File: src/rtl/bcd2_pkg.sv
// bcd2_pkg: shared state encoding and BCD constants for the gated bcd2 measurement sequencer.
package bcd2_pkg;
    typedef enum logic [2:0] {IDLE, CLEAR, GATE, SETTLE, LATCH, HOLD} state_t;
    localparam logic [7:0] BCD_MAX  = 8'h99;
    localparam logic [7:0] BCD_ZERO = 8'h00;
endpackage

File: src/rtl/bcd2_gate_ctrl_wrap_det.sv
// bcd_wrap_det: flags a 99 -> 00 roll-over of the bcd2 count between two consecutive enabled cycles.
module bcd_wrap_det
    import bcd2_pkg::*;
(
    input  logic       clk,
    input  logic       reset,
    input  logic       en,
    input  logic [7:0] cur,
    output logic       wrap
);
    logic [7:0] prev_q, prev_d;
    logic       en_q, en_d;
    always_comb begin
        prev_d = cur;
        en_d   = en;
    end
    always_ff @(posedge clk or posedge reset) begin
        if (reset) begin
            prev_q <= BCD_ZERO;
            en_q   <= 1'b0;
        end else begin
            prev_q <= prev_d;
            en_q   <= en_d;
        end
    end
    // Both samples must fall inside the window, so a stale 99 from before the clear is not a wrap.
    assign wrap = en && en_q && prev_q == BCD_MAX && cur == BCD_ZERO;
endmodule

File: src/rtl/bcd2_gate_ctrl.sv
// bcd2_gate_ctrl: clears, gates and latches the bcd2 counter in single-shot or continuous mode.
// Define BCD2_GATE_SAT_EN to saturate the latched result at 8'h99 when the count wrapped.
module bcd2_gate_ctrl
    import bcd2_pkg::*;
#(
    parameter int GATE_CYCLES = 100,
    parameter int HOLD_CYCLES = 50
) (
    input  logic       clk,
    input  logic       reset,
    input  logic       start,
    input  logic       continuous,
    input  logic [7:0] bcd_in,
    output logic       cnt_clr,
    output logic       cnt_en,
    output logic [7:0] result,
    output logic       result_valid,
    output logic       busy,
    output logic       overflow
);
    localparam int GW = $clog2(GATE_CYCLES + 1);
    localparam int HW = $clog2(HOLD_CYCLES + 1);
    localparam int CW = GW > HW ? GW : HW;
    localparam logic [CW-1:0] GATE_LOAD = CW'(GATE_CYCLES - 1);
    localparam logic [CW-1:0] HOLD_LOAD = CW'(HOLD_CYCLES > 0 ? HOLD_CYCLES - 1 : 0);
    state_t        state_q, state_d, hold_exit;
    logic [CW-1:0] cnt_q, cnt_d, cnt_dec;
    logic [7:0]    result_q, result_d;
    logic          result_valid_q, result_valid_d;
    logic          overflow_q, overflow_d;
    logic          wrap_seen_q, wrap_seen_d;
    logic          wrap;
    bcd_wrap_det u_wrap (
        .clk   (clk),
        .reset (reset),
        .en    (cnt_en),
        .cur   (bcd_in),
        .wrap  (wrap)
    );
    assign cnt_dec   = cnt_q == '0 ? cnt_q : cnt_q - CW'(1);
    assign hold_exit = continuous ? CLEAR : IDLE;
    always_comb begin
        state_d        = state_q;
        cnt_d          = cnt_q;
        result_d       = result_q;
        overflow_d     = overflow_q;
        result_valid_d = 1'b0;
        wrap_seen_d    = wrap_seen_q | wrap;
        case (state_q)
            IDLE:   state_d = start ? CLEAR : IDLE;
            CLEAR: begin
                cnt_d       = GATE_LOAD;
                wrap_seen_d = 1'b0;
                state_d     = GATE;
            end
            GATE: begin
                cnt_d   = cnt_dec;
                state_d = cnt_q == '0 ? SETTLE : GATE;
            end
            SETTLE: state_d = LATCH;
            LATCH: begin
`ifdef BCD2_GATE_SAT_EN
                result_d = wrap_seen_q ? BCD_MAX : bcd_in;
`else
                result_d = bcd_in;
`endif
                overflow_d     = wrap_seen_q;
                result_valid_d = 1'b1;
                cnt_d          = HOLD_LOAD;
                state_d        = HOLD_CYCLES == 0 ? hold_exit : HOLD;
            end
            HOLD: begin
                cnt_d   = cnt_dec;
                state_d = cnt_q == '0 ? hold_exit : HOLD;
            end
            default: state_d = IDLE;
        endcase
    end
    always_ff @(posedge clk or posedge reset) begin
        if (reset) begin
            state_q        <= IDLE;
            cnt_q          <= '0;
            result_q       <= BCD_ZERO;
            result_valid_q <= 1'b0;
            overflow_q     <= 1'b0;
            wrap_seen_q    <= 1'b0;
        end else begin
            state_q        <= state_d;
            cnt_q          <= cnt_d;
            result_q       <= result_d;
            result_valid_q <= result_valid_d;
            overflow_q     <= overflow_d;
            wrap_seen_q    <= wrap_seen_d;
        end
    end
    assign cnt_clr      = state_q == CLEAR;
    assign cnt_en       = state_q == GATE;
    assign busy         = state_q != IDLE;
    assign result       = result_q;
    assign result_valid = result_valid_q;
    assign overflow     = overflow_q;
endmodule
File: config.mk
export PLATFORM = sky130hd
export DESIGN_NAME = bcd2_gate_ctrl
export DESIGN_NICKNAME = d
export VERILOG_FILES = /design/src/rtl/bcd2_pkg.sv /design/src/rtl/bcd2_gate_ctrl_wrap_det.sv /design/src/rtl/bcd2_gate_ctrl.sv
export SDC_FILE = /design/constraint.sdc
export NUM_CORES = 1
export LEC_CHECK = 0
export ABC_AREA = 1
export CELL_PAD_IN_SITES_DETAIL_PLACEMENT = 1
export CELL_PAD_IN_SITES_GLOBAL_PLACEMENT = 1
export CORE_UTILIZATION = 41
export CTS_BUF_LIST = sky130_fd_sc_hd__clkbuf_4
export CTS_CLUSTER_DIAMETER = 60
export DETAILED_ROUTE_END_ITERATION = 10
export PLACE_DENSITY_LB_ADDON = 0.1
export SYNTH_ARGS = -nofsm -noshare
export SYNTH_HDL_FRONTEND = slang
export SYNTH_SLANG_ARGS = --single-unit
File: constraint.sdc
create_clock -name clk -period 1.4 [get_ports clk]
set_input_delay 0.21 -clock clk [delete_from_list [all_inputs] [get_ports clk]]
set_output_delay 0.21 -clock clk [all_outputs]
set_load 0.1 [all_outputs]
==> results.cfg, run 1 <==
[run_status]
status = complete, but fails checks
violations = setup timing

[grt]
overflow = 0
track_usage = 0.218
grt_pass1_vias = 1272
grt_busiest_layer = met2
grt_pass1_wl_um = 5750
use_met1 = 0.261
grt_max_degree = 31
grt_use_met3 = 0.0525
antenna_found_initial = 0
grtUsageMet2 = 0.385

[finish]
antennaDiodeCount = 0
drive_gt1_frac = 0.373
final_area_mm2 = 0.00210
nNetsFinal = 218
regArea_um2 = 751
stdcell_count = 250
multi_input_area_um2 = 611
area_growth_pct = 46.8
nFillCells = 385

[yosys]
synthesis.area_mm2 = 0.00143
synthesis.nets = 168
synth_seq_cells = 30
syn_inst = 154
synth.avg_cell_area_um2 = 9.31
seq_area_frac_synth = 0.524
yosys_warnings = 0
synth_cell_types = 31

[setup_path]
start_kind = register
cp.required_ps = 1190
critPathArrivalTime_ps = 1240
r2r_cells = 8
critPathCaptureType = primary output
critPathMaxFanout = 3
crit_type = reg2out
crit_path_start = state_q[0]$_DFF_PP0_
rrSetupSlack_ps = -20
regToRegStartpoint = state_q[1]$_DFF_PP0_
worstReg2RegEnd = cnt_q[6]$_DFFE_PP0P_

[cts]
insertion_delay_ps = 320
clk_path_buf_depth = 2
cts_tree = yes
cts_sinks = 30
clk_pin_slew_ps = 90
cts_htree_levels = 2
cts_root_buffer = clkbuf_4
numCtsBuffers = 5

[timing]
fin_crit_ps = 1450
post-route-period-util = 1.04
setup_viol = 8
fin_ws_ps = -51.7
fmax_ghz = 0.689
hold_ws_ps = 265
skew_ps = 4.66
rsz0062_at_grt = yes
max_slew.worst_pin.slew_ps = 389
finalHoldViolCount = 0
maxSlewViolCount = 0
maxSlewHeadroom = 0.741

[routing]
wl_per_cell_um = 15.4
drc = 0
route.vias.total = 1218
drt-initial-drc-count = 41
firstDrtPassIters = 4
postRouteAntennaNets = 0
viasPerCell = 4.87
wirelength_um = 3850

[min_path]
hp-class = in2async

[place]
hpwl_um = 2610
port_buffers = 24
placed_cells = 227
placed_cell_area_mm2 = 0.00190
gp_congestion = 0.787

[pwr]
powerDensity_mw_per_mm2 = 673
peakVddDrop_v = 0.000336
p_leak_nw = 1.03
design_power_total_w = 0.00142

[floorplan]
start_util = 0.430
dieWidth_um = 61.1
core_mm2 = 0.00334
die-area_mm2 = 0.00374
io_pins = 25
rows = 21
dieHeight_um = 61.1

[run]
cap_violations = 0
==> timing repair <==
action / 4_1_cts / 5_1_grt
endpoints found under the setup margin: 3 / 10
gates resized for setup: 5 / 10
buffers inserted: 9 / 7
hold buffers: 0 / 0
pin swaps: 4 / 5
==> synth_stat cells (all sizes together) <==
cell | count | area share
xor2 | 1 | 0.0061
inv | 21 | 0.055
xnor2 | 1 | 0.0061
nor2 | 15 | 0.058
dfrtp | 30 | 0.52
a21o | 1 | 0.0061
nand2 | 43 | 0.13
buf | 2 | 0.0087
or2 | 1 | 0.0044
nor3 | 1 | 0.011
nand4 | 5 | 0.032
clkinv | 2 | 0.0096
nand3 | 13 | 0.066
a21oi | 2 | 0.0096
o21ai | 11 | 0.038
ha | 2 | 0.017
o211ai | 2 | 0.010
o21bai | 1 | 0.0052
==> worst max path at each step <==
stage / end / slack, ps
floorplan: cnt_q[2]$_DFFE_PP0P_ / -190
global placement: cnt_q[5]$_DFFE_PP0P_ / 60
detailed placement: result[3]$_DFFE_PP0P_ / 40
CTS: cnt_clr / -30
global route: cnt_clr / -130
finish: cnt_clr / -50
==> per-layer routing <==
layer  up-vias  routed length [um]
met2        33                1990
met3         5                 152
met5         -                   0
met4         0                  47
li1        590                   -
met1       590                1660
==> sequential cells by signal, summed over array words and instances (netlist names) <==
signal and flops:
result 8, u_wrap.prev_q 8, cnt_q 7, state_q 3, overflow 1, result_valid 1, u_wrap.en_q 1, wrap_seen_q 1
==> cells by family after synthesis <==
group | after synthesis | synth area share
buffers and inverters | 25 | 0.0733
adders and majority gates | 2 | 0.0174
xor gates and xnor gates | 2 | 0.0122
AOI/OAI and AO/OA | 17 | 0.0698
and+or+nand+nor | 78 | 0.304
DFF | 30 | 0.524
==> through the flow <==
step | setup TNS [ps] | worst slack, ps | utilization
2_1_floorplan | -1180 | -190 | -
3_5_place_dp | 0 | 38.3 | 0.568
4_1_cts | -62.1 | -34.1 | 0.607
5_1_grt | -673 | -127 | 0.631
6_report | -128 | -51.7 | 0.631
3_3_place_gp | 0 | 60.7 | 0.568
==> final cells by class <==
| type | instances | share of cell area |
|---|---|---|
| clock inverters | 2 | 0.00476 |
| flip-flops and latches | 30 | 0.357 |
| repair buffers | 45 | 0.256 |
| inverters | 23 | 0.0470 |
| clock buffers | 5 | 0.0178 |
| multi-input cells | 99 | 0.290 |
| well taps | 46 | 0.0273 |
==> placed cells by master (no fill, tap or decap), types with 2 or more instances in the layout <==
cell | netlist | routed
buf_6 | 0 | 3
nand2_4 | 1 | 2
o21ai_0 | 2 | 2
inv_1 | 13 | 11
nand3_1 | 10 | 10
clkinv_2 | 1 | 2
nand4_1 | 4 | 4
o21ai_1 | 9 | 9
o211ai_1 | 2 | 2
nand2_1 | 40 | 36
nand3_4 | 2 | 2
buf_4 | 1 | 18
nand2_2 | 1 | 4
inv_2 | 8 | 9
dfrtp_1 | 30 | 30
nor2_4 | 3 | 5
clkbuf_4 | 0 | 5
buf_12 | 0 | 13
inv_4 | 0 | 2
nor2_1 | 10 | 9
ha_2 | 0 | 2
clkdlybuf4s50_1 | 0 | 11
==> where the power goes <==
part / internal, W / total [W] / switching [W]
combinational: 0.0000335 / 0.0000674 / 0.0000340
sequential: 0.000877 / 0.000881 / 0.00000362
clock: 0.000180 / 0.000469 / 0.000289
==> critical path, stage by stage (launching register included) <==
cell	delay [ps]
dfrtp_1	400
buf_4	140
nand2_2	70
nor2_4	120
buf_12	180
(Power assumes the default switching activity.)
==> inputs of run 2 (changes only) <==
--- a/config.mk
+++ b/config.mk
@@ -8,6 +8,7 @@
 export ABC_AREA = 1
 export CELL_PAD_IN_SITES_DETAIL_PLACEMENT = 1
 export CELL_PAD_IN_SITES_GLOBAL_PLACEMENT = 1
+export CORE_MARGIN = 2
 export CORE_UTILIZATION = 41
 export CTS_BUF_LIST = sky130_fd_sc_hd__clkbuf_4
 export CTS_CLUSTER_DIAMETER = 60
==> results.cfg, run 2 (synthesis results as in run 1) <==
[run_status]
violations = setup timing
status = complete, but fails checks

[setup_path]
start_kind = register
critPathArrivalTime_ps = 1270
critPathMaxFanout = 3
regToRegStartpoint = state_q[0]$_DFF_PP0_
crit_path_start = state_q[1]$_DFF_PP0_
critPathCaptureType = primary output
crit_type = reg2out
cp.required_ps = 1190

[timing]
rsz0062_at_grt = yes
fin_crit_ps = 1480
finalHoldViolCount = 0
post-route-period-util = 1.06
maxSlewHeadroom = 0.747
maxSlewViolCount = 0
fmax_ghz = 0.676
setup_viol = 9
fin_ws_ps = -78.8
max_slew.worst_pin.slew_ps = 380
setup_tns_ps = -388
skew_ps = 9.59

[run]
cap_violations = 0

[finish]
drive_gt1_frac = 0.350
area_growth_pct = 45.4
layout_common_cells = nand2_1 (36), dfrtp_1 (28), buf_12 (14), buf_4 (14)
fin_util = 0.625
layout_commonest_cell = nand2_1
stdcell_count = 246
nNetsFinal = 213
antennaDiodeCount = 0

[pwr]
powerDensity_mw_per_mm2 = 680
p_leak_nw = 1.01
peakVddDrop_v = 0.000381

[routing]
route.vias.total = 1186
wl_per_cell_um = 16.6
postRouteAntennaNets = 0
wirelength_um = 4090
drc = 0
viasPerCell = 4.82
drt-initial-drc-count = 32
firstDrtPassIters = 4

[floorplan]
dieHeight_um = 63.1
core_mm2 = 0.00334
start_util = 0.430
rows = 21
io_pins = 25
die-area_mm2 = 0.00399
dieWidth_um = 63.1

[place]
placed_cells = 226
gp_congestion = 0.892
port_buffers = 24
hpwl_um = 2700

[cts]
numCtsBuffers = 5
cts_tree = yes
clk_path_buf_depth = 2
cts_htree_levels = 2
clk_pin_slew_ps = 90
cts_sinks = 30
cts_root_buffer = clkbuf_4
insertion_delay_ps = 330

[grt]
grt_max_degree = 31
track_usage = 0.217
grt_pass1_vias = 1320
grt_pass1_wl_um = 6520
overflow = 0
antenna_found_initial = 0

[min_path]
hp-class = in2async
-- run 2: cell types whose count changed in the layout (fill, tap and decap cells not counted), sizes merged --
cell	before	now
buf	34	29
clkinv	2	5
inv	23	21
-- run 2: layer usage --
layer  global-route usage  vias to the layer above  part of all wire
li1                     -                      581                 -
met1                0.263                      579              0.40
met2                0.372                       20              0.55
met3               0.0482                        6             0.032
met4               0.0861                        0             0.017
met5                    0                        -                 0
-- run 2: report_power, final --
part	switching, W	internal [W]	leakage (nW)
combinational	0.0000352	0.0000336	0.655
sequential	0.00000337	0.000877	0.326
clock	0.000290	0.000178	0.0277
-- run 2: area by class of cell --
| class | count | area, um2 |
|---|---|---|
| Timing Repair Buffer | 40 | 507 |
| Inverter | 23 | 105 |
| Clock inverter | 3 | 11.3 |
| Fill cell | 384 | 1250 |
| Clock buffer | 5 | 37.5 |
| Sequential cell | 30 | 753 |
| Tap cell | 46 | 57.6 |
| Multi-Input combinational cell | 99 | 613 |
-- run 2: path summary, 6_finish.rpt --
check / to / slack (ps) / depth (start not counted)
min in group clk: u_wrap.prev_q[0]$_DFF_PP0_ / 350 / 1
min: result[3]$_DFFE_PP0P_ / 260 / 3
max reg2reg: cnt_q[5]$_DFFE_PP0P_ / -60 / 9
min reg2reg: cnt_q[6]$_DFFE_PP0P_ / 520 / 2
max: busy / -80 / 5
max in group asynchronous: state_q[2]$_DFF_PP0_ / 830 / 3
-- run 2: through the flow --
| step | worst slack (ps) | hold slack [ps] | total power, W | instance area [um2] |
|---|---|---|---|---|
| global route | -150 | 329 | 0.00150 | 2080 |
| finish | -78.8 | 263 | 0.00142 | 2080 |
| floorplan | -190 | 241 | 0.000920 | 1440 |
| detailed placement | -7.60 | 499 | 0.000968 | 1890 |
| global placement | 85.5 | 487 | 0.000965 | 1890 |
| CTS | -92.1 | 275 | 0.00145 | 2000 |
-- run 2: what timing repair did --
item	CTS	global route
pin swaps	2	3
hold buffers	0	0
setup buffers	7	5
setup endpoints to repair	8	21
gates cloned	0	0
resized for setup	4	15
-- run 2: worst max-delay path, cell delays in order, from the launching register on --
cell and delay, ps:
dfrtp_2 460, inv_4 90, nand2_2 80, inv_2 80, nand2_2 70, buf_12 170
